`src/rtl/count_run_sequencer_pkg.sv`:
```
// Shared types and helpers for the count-run sequencer: FSM states, step-select codes,
// step decoding and LED bar thresholds.
package count_run_sequencer_pkg;

    localparam int unsigned ValueW = 10;
    localparam int unsigned QCntW  = 3;
    localparam int unsigned EntryW = 3;

    typedef enum logic [1:0] {
        StIdle,
        StLoad,
        StRun,
        StHold
    } state_e;

    typedef enum logic [1:0] {
        SelNone = 2'd0,
        SelOne  = 2'd1,
        SelFour = 2'd2,
        SelTen  = 2'd3
    } sel_e;

    function automatic logic [ValueW-1:0] step_of(input logic [1:0] sel);
        logic [ValueW-1:0] step;
        case (sel)
            SelOne:  step = ValueW'(1);
            SelFour: step = ValueW'(4);
            SelTen:  step = ValueW'(10);
            default: step = '0;
        endcase
        return step;
    endfunction

    // Threshold for LED bit k; only ever called with constant arguments.
    function automatic logic [ValueW-1:0] led_thresh(input int unsigned limit,
                                                     input int unsigned k);
        return ValueW'(((k + 1) * limit) / 5);
    endfunction

endpackage

```
`src/rtl/count_run_sequencer_fifo.sv`:
```
// Run-request queue: DEPTH entries of {manual, sel}, with push, pop and occupancy count.
module count_run_sequencer_fifo
    import count_run_sequencer_pkg::*;
#(
    parameter int unsigned DEPTH = 4
) (
    input  logic              i_clk,
    input  logic              i_reset,
    input  logic              i_push,
    input  logic [EntryW-1:0] i_data,
    input  logic              i_pop,
    output logic [EntryW-1:0] o_data,
    output logic [QCntW-1:0]  o_count,
    output logic              o_full
);

    localparam int unsigned PtrW = (DEPTH > 1) ? $clog2(DEPTH) : 1;

    logic [EntryW-1:0] r_mem [DEPTH];
    logic [PtrW-1:0]   r_wr_ptr;
    logic [PtrW-1:0]   r_rd_ptr;
    logic [QCntW-1:0]  r_count;
    logic              w_empty;
    logic              w_do_push;
    logic              w_do_pop;

    assign w_empty   = (r_count == '0);
    assign o_full    = (r_count == QCntW'(DEPTH));
    assign w_do_push = i_push && !o_full;
    assign w_do_pop  = i_pop && !w_empty;
    assign o_data    = r_mem[r_rd_ptr];
    assign o_count   = r_count;

    always_ff @(posedge i_clk) begin
        if (i_reset) begin
            r_wr_ptr <= '0;
            r_rd_ptr <= '0;
            r_count  <= '0;
        end else begin
            if (w_do_push) r_wr_ptr <= r_wr_ptr + 1'b1;
            if (w_do_pop)  r_rd_ptr <= r_rd_ptr + 1'b1;
            if (w_do_push && !w_do_pop) begin
                r_count <= r_count + 1'b1;
            end else if (!w_do_push && w_do_pop) begin
                r_count <= r_count - 1'b1;
            end
        end
    end

    always_ff @(posedge i_clk) begin
        if (w_do_push) r_mem[r_wr_ptr] <= i_data;
    end

endmodule

```
`src/rtl/count_run_sequencer.sv`:
```
// Runs queued +1/+4/+10 count sequences one at a time on a shared saturating counter,
// in automatic (internal tick) or manual (pulse) mode, with LED bar and status outputs.
module count_run_sequencer
    import count_run_sequencer_pkg::*;
#(
    parameter int unsigned TICK_DIV = 50_000_000,
    parameter int unsigned HOLD_CYC = 50_000_000,
    parameter int unsigned LIMIT    = 100,
    parameter int unsigned QDEPTH   = 4
) (
    input  logic              clk,
    input  logic              reset,
    input  logic              req_valid,
    input  logic [1:0]        req_sel,
    input  logic              req_manual,
    output logic              req_ready,
    input  logic              manual_pulse,
    input  logic              cancel,
    output logic [ValueW-1:0] value,
    output logic [1:0]        active_sel,
    output logic              active_manual,
    output logic              busy,
    output logic              done,
    output logic              overflow,
    output logic [QCntW-1:0]  q_count,
    output logic [4:0]        led
);

    localparam int unsigned TickW = (TICK_DIV > 1) ? $clog2(TICK_DIV) : 1;
    localparam int unsigned HoldW = (HOLD_CYC > 1) ? $clog2(HOLD_CYC) : 1;
    localparam logic [ValueW-1:0] LimitV = ValueW'(LIMIT);

    state_e            r_state;
    state_e            w_state_next;
    logic [ValueW-1:0] r_value;
    logic [1:0]        r_sel;
    logic              r_manual;
    logic              r_done;
    logic              r_overflow;
    logic [TickW-1:0]  r_tick;
    logic [HoldW-1:0]  r_hold;

    logic [EntryW-1:0] w_head;
    logic [QCntW-1:0]  w_q_count;
    logic              w_full;
    logic              w_legal_req;
    logic              w_push;
    logic              w_pop;
    logic              w_tick;
    logic              w_event;
    logic [ValueW:0]   w_sum;
    logic [ValueW-1:0] w_value_inc;

    assign w_legal_req = req_valid && (req_sel != SelNone);
    assign w_push      = w_legal_req && !w_full;
    assign w_pop       = (r_state == StLoad);

    count_run_sequencer_fifo #(
        .DEPTH (QDEPTH)
    ) u_fifo (
        .i_clk   (clk),
        .i_reset (reset),
        .i_push  (w_push),
        .i_data  ({req_manual, req_sel}),
        .i_pop   (w_pop),
        .o_data  (w_head),
        .o_count (w_q_count),
        .o_full  (w_full)
    );

    assign w_tick      = (r_tick == TickW'(TICK_DIV - 1));
    assign w_event     = (r_state == StRun) && (r_manual ? manual_pulse : w_tick);
    assign w_sum       = {1'b0, r_value} + {1'b0, step_of(r_sel)};
    assign w_value_inc = (w_sum >= {1'b0, LimitV}) ? LimitV : w_sum[ValueW-1:0];

    always_comb begin
        w_state_next = r_state;
        unique case (r_state)
            StIdle:  if (w_q_count != '0) w_state_next = StLoad;
            StLoad:  w_state_next = StRun;
            StRun:   if (r_value == LimitV) w_state_next = StHold;
            StHold:  if (r_hold == HoldW'(HOLD_CYC - 1)) w_state_next = StIdle;
            default: w_state_next = StIdle;
        endcase
        // Abort wins over any increment or completion in the same cycle.
        if (cancel && (r_state != StIdle)) w_state_next = StIdle;
    end

    always_ff @(posedge clk) begin
        if (reset) begin
            r_state    <= StIdle;
            r_value    <= '0;
            r_sel      <= '0;
            r_manual   <= 1'b0;
            r_done     <= 1'b0;
            r_overflow <= 1'b0;
            r_tick     <= '0;
            r_hold     <= '0;
        end else begin
            r_state <= w_state_next;
            r_done  <= (r_state == StRun) && (w_state_next == StHold);
            if (w_legal_req && w_full) r_overflow <= 1'b1;

            if ((r_state == StLoad) && !cancel) begin
                r_sel    <= w_head[1:0];
                r_manual <= w_head[2];
                r_value  <= '0;
            end else if (w_event && !cancel) begin
                r_value <= w_value_inc;
            end
            if (w_state_next == StIdle) begin
                r_sel    <= '0;
                r_manual <= 1'b0;
            end

            r_tick <= ((r_state == StRun) && !w_tick) ? r_tick + 1'b1 : '0;
            r_hold <= (r_state == StHold) ? r_hold + 1'b1 : '0;
        end
    end

    for (genvar k = 0; k < 5; k++) begin : g_led
        localparam logic [ValueW-1:0] Thresh = led_thresh(LIMIT, k);
        assign led[k] = (r_value >= Thresh);
    end

    assign value         = r_value;
    assign active_sel    = r_sel;
    assign active_manual = r_manual;
    assign busy          = (r_state != StIdle);
    assign done          = r_done;
    assign overflow      = r_overflow;
    assign q_count       = w_q_count;
    assign req_ready     = !w_full;

endmodule

```
`config.mk`:
```
export PLATFORM = sky130hd
export DESIGN_NAME = count_run_sequencer
export DESIGN_NICKNAME = d
export VERILOG_FILES = /design/src/rtl/count_run_sequencer_pkg.sv /design/src/rtl/count_run_sequencer_fifo.sv /design/src/rtl/count_run_sequencer.sv
export SDC_FILE = /design/constraint.sdc
export NUM_CORES = 1
export LEC_CHECK = 0
export ABC_AREA = 1
export CAP_MARGIN = 20
export CORE_MARGIN = 5
export CORE_UTILIZATION = 35
export CTS_BUF_LIST = sky130_fd_sc_hd__clkbuf_16
export DETAILED_ROUTE_END_ITERATION = 7
export PLACE_DENSITY = 0.59
export SETUP_SLACK_MARGIN = 0.05
export SYNTH_ARGS = -nofsm -noshare
export SYNTH_HDL_FRONTEND = slang
export SYNTH_SLANG_ARGS = --single-unit
```
`constraint.sdc`:
```
create_clock -name clk -period 2.6 [get_ports clk]
set_input_delay 0.78 -clock clk [delete_from_list [all_inputs] [get_ports clk]]
set_output_delay 0.78 -clock clk [all_outputs]
set_load 0.02 [all_outputs]
```
* Yosys cells after proc, flatten, opt, wreduce, memory -nomap -nowiden
Memory sizes are Yosys's and may differ from the RTL's. A register that Yosys moved wholly into a read port is not among the register bits.
Cells that the tools add are included.
Widths: inputs -> output; s select.
** Storage, ports and cells
- RAM bits :: 12
- Memories kept :: 1
- Register bits after elaboration :: 73
** Memory list
- u_fifo.r_mem :: words 4, width 3, rd ports 1, clocked after memory_dff 1, write ports 1, line count_run_sequencer_fifo.sv:19 : logic [EntryW-1:0] r_mem [DEPTH];
** Operators by class
- Muxes and demuxes :: 12
- Reductions and logical operators :: 30
- Bitwise operators :: 2
- Add/sub/neg operators :: 7
- Magnitude comparators :: 6
- Equal/unequal tests :: 11
** Operators by type and width (count)
- $add 26x1->26 const B :: 2
- $eq 26x26->1 const B :: 2
- $ge 10x6->1 const B :: 2
- $ge 10x7->1 const B :: 2
- $logic_and 1x1->1 :: 13
- $pmux 4 s3 :: 1
- $add 10x10->11 :: 1
- $ge 11x7->1 const B :: 1
- $eq 10x7->1 const B :: 1
- $eq 2x2->1 const B :: 5
- $ge 10x5->1 const B :: 1
- $mux 10 :: 1
- $mux 2 :: 4
- $pmux 2 s4 :: 1
- $reduce_or 2->1 :: 4
- $logic_not 1->1 :: 6
- $mux 3 :: 2
- $reduce_bool 2->1 :: 3
- $add 2x1->2 const B :: 2
- $eq 2x1->1 const B :: 2
- $logic_not 2->1 :: 2
- $add 3x1->3 const B :: 1
- $eq 3x3->1 const B :: 1
- $logic_not 3->1 :: 1
- 4 further kinds :: 7

* Depth between registers and ports, before layout
- Depth after elaboration :: 8
- Depth in mapped cells :: 18
- Gate-level depth less buffers :: 17

* Hierarchy
From an unflattened synthesis, not the netlist that was laid out.
** Unflattened totals
- Cell total of the unflattened synthesis :: 653
- Area total of the unflattened synthesis :: 4757.1 µm²
** Modules (own cells, without submodules)
- count_run_sequencer :: cells an instance 555, area an instance 3803.6 µm², instances 1
- count_run_sequencer_fifo :: cells an instance 98, area an instance 953.4 µm², instances 1

* Worst setup path before layout
No wires, ideal clock.
- Kind :: in2reg
- From :: input req_sel[1]
- To :: register u_fifo.r_count[2], in the netlist u_fifo.o_count[2]
- Arrival time :: 2.057 ns
- Buffers on the path :: 0
- Stages on the path :: 9
- Path slack :: 0.421 ns
- Data required time :: 2.478 ns
- Path through :: o21ai_0 nor2_1 ha_1 inv_1 fa_1 a21oi_1 o21ai_0 o21ai_0 a21oi_1
** Between the ends
- Cells in the longest elaborated chain, start to end :: 7
- Elaborated cells on any way between the ends :: 9
- Those cells by class :: mux (1); reduce/logical (8)
** RTL lines
- start: declaration :: line count_run_sequencer.sv:14 : input logic [1:0] req_sel,
- $reduce_bool 2->1 (*) :: line count_run_sequencer.sv:54 : assign w_legal_req = req_valid && (req_sel != SelNone);
- $logic_and 1x1->1 (*) :: line count_run_sequencer.sv:54
- $logic_and 1x1->1 (*) :: line count_run_sequencer.sv:55 : assign w_push = w_legal_req && !w_full;
- $logic_and 1x1->1 (*) :: line count_run_sequencer_fifo.sv:29 : assign w_do_push = i_push && !o_full;
- named net u_fifo.w_do_push :: line count_run_sequencer_fifo.sv:24 : logic w_do_push;
- $logic_not 1->1 :: line count_run_sequencer_fifo.sv:44 : end else if (!w_do_push && w_do_pop) begin
- $logic_and 1x1->1 :: line count_run_sequencer_fifo.sv:44
- $reduce_bool 2->1 (no line)
- end signal: assignment :: line count_run_sequencer_fifo.sv:43 : r_count <= r_count + 1'b1;
- end signal: assignment :: line count_run_sequencer_fifo.sv:45 : r_count <= r_count - 1'b1;
- end: declaration :: line count_run_sequencer_fifo.sv:22 : logic [QCntW-1:0] r_count;
Mark *: on every way through the listed nets, which the timed path passes. The rest lies on a longest branch.
A chain may end at the register's enable or synchronous reset.

* Worst setup path after layout
- From :: register r_value[3], in the netlist value[3]
- To :: output led[4]
** Between the ends
- Cells in the longest elaborated chain, start to end :: 1
** RTL lines
- start: declaration :: line count_run_sequencer.sv:35 : logic [ValueW-1:0] r_value;
- start signal: assignment :: line count_run_sequencer.sv:109 : r_value <= w_value_inc;
- $ge 10x7->1 :: line count_run_sequencer.sv:123 : assign led[k] = (r_value >= Thresh);
- end: declaration :: line count_run_sequencer.sv:26 : output logic [4:0] led
Every way passes these cells.

==> results.json <==
{
  "syn_avg_cell_area_sq_um": 7.20,
  "yosysTopAreaCellShare_pct": 32.8,
  "synth_cell_types": 41,
  "rows": 42,
  "die_y_um": 125,
  "vias_per_cell": 4.81,
  "n_antenna_cell": 0,
  "setup_viol": 0,
  "p_leak_uw": 0.00201,
  "path_max_fanout": 6,
  "cts_hold_buf": 0,
  "max-cap-violations": 0,
  "end_kind": "output pin",
  "core_sq_um": 13100,
  "max_freq_mhz": 414,
  "drt_iter0_markers": 230,
  "rsz0062_at_grt": "no",
  "startpoint": "value[3]",
  "cp_cell_sequence": "inv_1 -> nand2_1 -> o21ai_0 -> o21ai_0 -> dlygate4sd2_1",
  "io_buffers": 32,
  "routedWlPerCell_um": 11.6,
  "slowest_stage": "dfxtp_1",
  "nets": 705,
  "max_stage_delay_ps": 420,
  "min_period_ps": 2410,
  "postRouteAntennaNets": 0,
  "finalCritPeriodShare_pct": 92.8,
  "synth_nets": 663,
  "grt_overflow_total": 0,
  "final.setup_skew_ps": 6.38,
  "yosysSeqAreaShare_pct": 40.6,
  "htree_levels": 3,
  "synth-async-reset-ratio_pct": 0,
  "area_delta_synth_final_pct": 18.5,
  "cts.sinks": 88,
  "clkTransAtPathRegs_ps": 70,
  "drtPass1Iterations": 4,
  "routed_wl_um": 10100,
  "antenna_found_initial": 0,
  "slew_headroom_pct": 68.9,
  "initial_utilization_pct": 35.3,
  "grt_pass1_wl_um": 18000,
  "synthTopCellsByArea": "dfxtp_1 (33%), nand2_1 (8.5%), inv_1 (8.4%), edfxtp_1 (7.8%), nor2_1 (6.2%)",
  "peakVddDrop_mv": 0.361,
  "tritoncts": "done",
  "cts_root_buf": "clkbuf_16",
  "grt_usage_pct": 13.5,
  "power_uw": 3470,
  "globalplace.congestion": 0.876,
  "finalHoldViolCount": 0,
  "power.density_nw_per_um2": 632,
  "post_cts_buffers": 0,
  "vias": 4172,
  "grt_max_degree": 27,
  "required_ps": 1820,
  "hold_path.class": "reg2reg",
  "synthCells": 644,
  "fin_tns_setup_ps": 0,
  "die_area_sq_um": 15600,
  "route.detailed.drc": 0,
  "final_layout_size_suffix_gt1_share_pct": 8.97,
  "fin_util_pct": 41.8,
  "reg2reg_from": "active_sel[0]",
  "pin_count": 33,
  "status": "finished clean",
  "cp_common_cell": "o21ai_0",
  "worstSkewPairLatency_ps": 350,
  "min_from": "r_hold[0]",
  "die_width_um": 125,
  "synth.largest_area_cell": "dfxtp_1",
  "clockBufferDepth": 2,
  "worstPathArrival_ps": 1630,
  "slew_violations": 0,
  "synthesis.area_sq_um": 4640,
  "grt_pass1_vias": 4031,
  "crit_type": "reg2out",
  "cts_buffers": 9,
  "synth_ff_type": "dfxtp_1",
  "synth-edff-count": 12,
  "synth_warnings": 0,
  "dpl.hpwl_um": 7710,
  "worst_slew_pin_slew_ps": 466,
  "ys_ff_latch": 88,
  "start_kind": "register"
}
-- kinds of logic (layout without fill, tap and decap cells) --
family          Yosys count  after routing  share of synthesized area (%)
flops                    88             88                           40.6
buf+inv                 115            162                           9.64
fa+ha+maj                11             11                           3.13
xor+xnor                  8              8                           1.51
compound gates           98             98                           11.5
simple gates            324            324                           33.7
-- routing by layer --
metal / track usage (%) / part of all wire (%) / wire [um] / up-vias
li1: - / - / - / 2193
met1: 17.2 / 48 / 4830 / 1908
met2: 21.9 / 46 / 4650 / 54
met3: 4.35 / 4.1 / 414 / 17
met4: 4.34 / 1.7 / 167 / 0
met5: 0 / 0 / 0 / -
-- synth_stat cells (3+ instances only) --
cell,number
nor4_1,3
xor2_1,4
o211ai_1,3
buf_2,3
nand4_1,17
nor3b_1,6
inv_1,104
xnor2_1,4
dfxtp_1,76
ha_1,10
nor3_2,3
a21oi_1,45
nand2_2,6
or2_2,6
nor2_1,76
nor2_2,10
clkbuf_1,3
nand3_1,40
nand2_1,105
o21a_1,4
nor2_4,6
o221ai_1,3
buf_4,3
nor3_1,36
edfxtp_1,12
o21ai_0,36
-- sequential cells by signal (all words and copies together), names as in the netlist, 2 cells and up --
| signal | flops |
|---|---|
| r_hold | 26 |
| u_fifo.r_rd_ptr | 2 |
| r_state | 2 |
| r_tick | 26 |
| active_sel | 2 |
| u_fifo.r_wr_ptr | 2 |
| value | 10 |
| u_fifo.o_count | 3 |
| u_fifo.r_mem | 12 |
-- through the flow --
stage,hold slack (ps),setup WS (ps),area [sq um],cells
after global placement,431,-207,5190,851
after detailed placement,446,-273,5190,851
after floorplan,418,421,4640,644
after CTS,455,73.1,5480,867
final,448,187,5490,867
after global routing,472,74.5,5490,867
-- cell type report --
cell class / count / area (sq um)
repair buffers: 40 / 383
fillers: 1358 / 7650
multi-input cells: 441 / 2310
clock inverters: 7 / 71.3
well taps: 176 / 220
flip-flops and latches: 88 / 1880
clock buffers: 9 / 225
inverters: 106 / 398
-- where the power goes --
part	switching, uW	internal (uW)	total (uW)	leakage [uW]
Clock	556	744	1300	0.000143
Sequential	88.6	1460	1550	0.000723
Combinational	379	247	626	0.00115
-- critical path: cells and delay by family (launching register included) --
| kind | cells | cell delay [ps] |
|---|---|---|
| buf+inv | 2 | 510 |
| simple gates | 1 | 110 |
| flops | 1 | 420 |
| compound gates | 2 | 250 |
-- worst paths after layout --
path | depth (start not counted) | slack (ps) | end
worst max register to register | 13 | 360 | value[1]
worst min-delay path | 1 | 450 | r_hold[0]
worst max-delay path | 5 | 190 | led[4]
worst min register to register | 1 | 450 | r_hold[0]
-- cells in the final DEF (no fill, tap or decap), types with 4 or more instances in the layout --
cell	Yosys	routed
a21oi_1	45	45
nor2_2	10	10
nor2_4	6	6
nor3b_1	6	6
nor3_1	36	35
nand2_1	105	105
xor2_1	4	4
buf_4	3	8
nand3_1	40	40
o21a_1	4	4
clkbuf_16	0	9
dfxtp_1	76	76
ha_1	10	10
nand4_1	17	17
xnor2_1	4	4
dlygate4sd2_1	0	4
nor2_1	76	76
o21ai_0	36	35
inv_1	104	105
or2_2	6	6
edfxtp_1	12	12
nor3_2	3	4
clkdlybuf4s50_1	0	25
nand2_2	6	6
-- repair_timing --
action                     4_1_cts  5_1_grt
gates resized for setup          4        5
setup endpoints to repair        4        3
pin swaps                        0        1
Power figures use the tool's default switching activity.
==> RTL change 1, RTL diff (same flow settings) <==
The 4 states of `state_e` get a one-hot encoding in 4 bits.
--- a/src/rtl/count_run_sequencer_pkg.sv
+++ b/src/rtl/count_run_sequencer_pkg.sv
@@ -8,7 +8,7 @@
 
-    typedef enum logic [1:0] {
-        StIdle,
-        StLoad,
-        StRun,
-        StHold
+    typedef enum logic [3:0] {
+        StIdle = 4'b0001,
+        StLoad = 4'b0010,
+        StRun  = 4'b0100,
+        StHold = 4'b1000
     } state_e;
Check against the original RTL: no difference found for any inputs over 4 cycles, from zero or initial values and one cycle with reset high; so few cycles prove little.
==> RTL change 1 against the original RTL <==
Synthesized area grew 2.2%; worst hold slack improved by 0.0039 ns; clock skew increased by 0.0028 ns; sequential cell count is 2 higher; routed wire length about the same; design area increased by 2.9%; worst setup slack better by 0.0034 ns.
Power is not compared: it rests on default switching activity, and its combinational part moved more than twofold at a synthesized area within 25%.
==> RTL change 1: results (changes against the original RTL) <==
Parameter                              Value

Logic synthesis
  Post-synthesis compound-gate area fraction ... 10.8% (-0.70 points)
  Distinct cells, synth ... 39 (-4.9%)
  Adder and majority gate portion of the synthesized area ... 3.06% (-0.068 points)
  XOR/XNOR Fraction of Synth Area ... 1.29% (-0.22 points)
  Fraction of the yosys area taken by sequential cells ... 40.6% (about the same)
  Ranking of synthesized cells by area ... sky130_fd_sc_hd__dfxtp_1 33%, sky130_fd_sc_hd__nand2_1 8.9%, sky130_fd_sc_hd__edfxtp_1 7.6%, sky130_fd_sc_hd__nor2_1 7.3%, sky130_fd_sc_hd__inv_1 7.1%
  Post-Syn Nets ... 672 (+1.4%)

Final layout
  Layout net count ... 718 (+1.8%)
  Number of fill cells ... 1364 (+0.44%)
  Fraction of layout cells with a size suffix above 1 ... 10.9% (+2.0 points)
  Final core utilization ... 42.7% (+0.86 points)

Status
  Status ... finished, final reports clean

Setup path
  Kind of cell with the highest combined delay on the critical path ... compound AO/OA/AOI/OAI gates
  Largest driver fanout on the critical path ... 2 (-4)
  Critical path's slowest cell ... sky130_fd_sc_hd__clkdlybuf4s50_1
  Critical path data required time ... 2.83 ns (+1.01 ns)

Global routing
  Via count of the first global-routing pass ... 4020 (-0.27%)
  Wire length of the first global-routing pass ... 17800 µm (-0.92%)
  Pin count of the biggest net entering global routing ... 18 (-33%)

Timing
  Rel. slew slack ... 65.8% (-3.1 points)

Routing
  Total via count in the routed design ... 4200 (+0.67%)
  Drt first-iter violations ... 212 (-7.8%)
  Initial DRT Pass Iterations ... 5 (+1)

CTS
  Clock buffer count from CTS ... 9 (unchanged)

Placed design
  Placer's final routability congestion estimate ... 0.864 (-1.3%)
  Post-DP HPWL ... 7820 µm (+1.3%)
  Placed cell area ... 5320 µm² (+2.6%)
==> RTL change 1: cell count changes in the layout (fill, tap and decap cells not counted), sizes merged, moves of 4 or more <==
| cell | change |
|---|---|
| nand3 | +9 |
| buf | +4 |
| nor4 | +4 |
| nand2 | +10 |
| o21a | +4 |
| nor3 | -13 |
| inv | -5 |
| nor2 | +14 |
==> RTL change 1: timing repair <==
item,in CTS,in global routing
endpoints found under the hold margin,0,0
gates resized for setup,4,2
pin swaps,0,1
setup endpoints to repair,4,5
==> RTL change 1: layer usage <==
metal  global-route usage [%]  vias up  part of all wire, %
met1                     16.8     1903                   49
met3                     3.15       12                  3.9
met5                        0        -                    0
met2                     21.6       57                   46
li1                         -     2228                    -
met4                     4.61        0                  1.3
==> RTL change 1: final cells by class <==
type,instances,share of cell area [%]
clock buffer,9,3.99
clock inverter,7,1.84
tap,176,3.90
sequential,90,34.0
multi-input combinational,456,42.5
timing repair buffer,44,7.22
inverter,98,6.51
==> RTL change 1: per-stage QoR <==
step           cells  TNS (ns)  setup WS (ns)
3_5_place_dp     864    -0.145         -0.145
4_1_cts          880         0         0.0675
5_1_grt          880         0        0.00647
3_3_place_gp     864   -0.0701        -0.0701
6_report         880         0          0.190
2_1_floorplan    653         0          0.421
==> RTL change 1: cell families after synthesis <==
logic type,count (synthesis)
adders and majority gates,11
AOI/OAI and AO/OA,94
DFF,90
xor gates and xnor gates,7
buffers and inverters,107
and+or+nand+nor,344
==> RTL change 1: worst paths after layout <==
| check | start | end | slack (ns) | depth (start not counted) |
|---|---|---|---|---|
| max reg2reg | active_sel[1] | value[2] | 0.30 | 15 |
| max | req_sel[1] | u_fifo.o_count[2] | 0.19 | 10 |
| min reg2reg | r_tick[0] | r_tick[0] | 0.45 | 1 |
| min | r_tick[0] | r_tick[0] | 0.45 | 1 |
==> RTL change 2, RTL diff (config.mk and constraints unchanged) <==
Made on the original files. Set the parameter `TICK_DIV` to 200_000_000 (it was 50_000_000).
--- a/src/rtl/count_run_sequencer.sv
+++ b/src/rtl/count_run_sequencer.sv
@@ -5,3 +5,3 @@
 #(
-    parameter int unsigned TICK_DIV = 50_000_000,
+    parameter int unsigned TICK_DIV = 200_000_000,
     parameter int unsigned HOLD_CYC = 50_000_000,
Function: no difference found for any inputs over 4 cycles, from zero or initial values and one cycle with reset high; that may be too few to reach the edited logic, so the function may still have changed.
==> RTL change 2 against the original RTL <==
Sequential cell count up 2; design area increased by 3.0%; die area increased by 3.7%; worst setup slack worse by 0.024 ns; total power down 6.5%; register-to-register slack lost 0.11 ns; synthesized area increased by 4.0%; routed wire length is 7.1% higher.
==> RTL change 2: results (changes against the original RTL) <==
Parameter                              Value

Status
  Status ... finished, final reports clean

Power and ir drop
  Leakage component of the power ... 2.21 nW (+9.6%)
  Part of the power in the clock network ... 35.0% (-2.4 points)
  Worst vdd rail ir drop ... 0.564 mV (+56%)
  Cell Int Power ... 2.34 mW (-4.6%)
  PD cells ... 574 nW/µm² (-9.2%)

Setup path
  Crit-path max cell delay ... 0.53 ns (+0.11 ns)
  End of the critical path ... led[0]
  Slack of the worst reg-to-reg path ... 0.25 ns (-0.11 ns)
  Largest driver fanout on the critical path ... 4 (-2)
  Crit path DAT ... 1.66 ns (+0.03 ns)
  FF-to-FF End ... value[3]

Routing
  Via density per instance ... 4.89 (+1.7%)
  Met1 Wirelength ... 5100 µm (+5.5%)
  Sum of met3 wire segment lengths after detailed routing ... 435 µm (+5.1%)
  Total met2 wirelength after detailed routing ... 5100 µm (+9.7%)

Placed design
  Placed cell area ... 5400 µm² (+4.1%)
  Placer's final routability congestion estimate ... 0.851 (-2.9%)

Timing
  Tightest Pin Transition ... 0.567 ns (+0.101 ns)

Global routing
  Met2 Resource Use GR ... 23.8% (+1.9 points)
  Pin count of the biggest net entering global routing ... 28 (+3.7%)
  Global routing usage on met3 ... 3.55% (-0.80 points)
  Overall routing resource usage ... 13.9% (+0.41 points)

Logic synthesis
  Ranking of synthesized cells by area ... sky130_fd_sc_hd__dfxtp_1 32%, sky130_fd_sc_hd__nand2_1 7.9%, sky130_fd_sc_hd__edfxtp_1 7.5%, sky130_fd_sc_hd__inv_1 7.4%, sky130_fd_sc_hd__nor2_1 6.5%
  Distinct cells, synth ... 45 (+9.8%)
  Fraction of the yosys area taken by sequential cells ... 39.9% (-0.74 points)
  Most used standard cells in the synthesized netlist ... 101 x sky130_fd_sc_hd__nand2_1, 95 x sky130_fd_sc_hd__inv_1, 84 x sky130_fd_sc_hd__nor2_1, 78 x sky130_fd_sc_hd__dfxtp_1, 39 x sky130_fd_sc_hd__nand3_1

Final layout
  Fraction of layout cells with a size suffix above 1 ... 10.9% (+2.0 points)
  Total number of multi-input combinational cells ... 443 (+0.45%)
  Biggest regs ... r_tick (28), r_hold (26), u_fifo.r_mem (12)
  Area used by multi-input combinational logic ... 2460 µm² (+6.4%)
  Share of final layout cell area taken by clock buffers and inverters ... 4.49% (-0.91 points)
## RTL change 2: cell types whose count changed in the layout (fill, tap and decap cells not counted), moves of 4 or more
cell                      unedited run  this run
sky130_fd_sc_hd__o21ai_0            35        31
sky130_fd_sc_hd__nand2_1           105       101
sky130_fd_sc_hd__nor2_1             76        84
sky130_fd_sc_hd__inv_1             105        97
sky130_fd_sc_hd__a21oi_1            45        32
sky130_fd_sc_hd__o21ai_1             2        10
sky130_fd_sc_hd__nor2_2             10         2
sky130_fd_sc_hd__buf_4               8        13
sky130_fd_sc_hd__nand3_2             2         9
sky130_fd_sc_hd__nand4_1            17        21
## RTL change 2: logic make-up (layout without fill, tap and decap cells)
logic type                 after synthesis  in the layout  share of synthesized area, %
AOI/OAI and AO/OA                       88             88                          10.3
xor gates and xnor gates                10             10                          1.82
adders and majority gates               11             11                          3.01
buffers and inverters                  111            162                          9.13
DFF                                     90             90                          39.9
and+or+nand+nor                        334            334                          35.9
## RTL change 2: through the flow
stage / hold WS, ns / worst slack (ns) / std cells / setup TNS, ns
floorplan: 0.418 / 0.421 / 644 / 0
global placement: 0.429 / -0.0620 / 855 / -0.0620
detailed placement: 0.442 / -0.115 / 855 / -0.115
CTS: 0.456 / 0.0615 / 871 / 0
global route: 0.479 / 0.0321 / 871 / 0
finish: 0.451 / 0.163 / 871 / 0
## RTL change 2: worst reg2reg max path, delay by kind of cell (launching register included)
family | cells | cell delay, ns
flip-flops | 1 | 0.55
buffers and inverters | 2 | 0.12
adder cells (fa/ha/maj) | 1 | 0.18
XOR/XNOR | 1 | 0.22
AO/OA/AOI/OAI | 1 | 0.06
AND/OR/NAND/NOR | 8 | 1.11
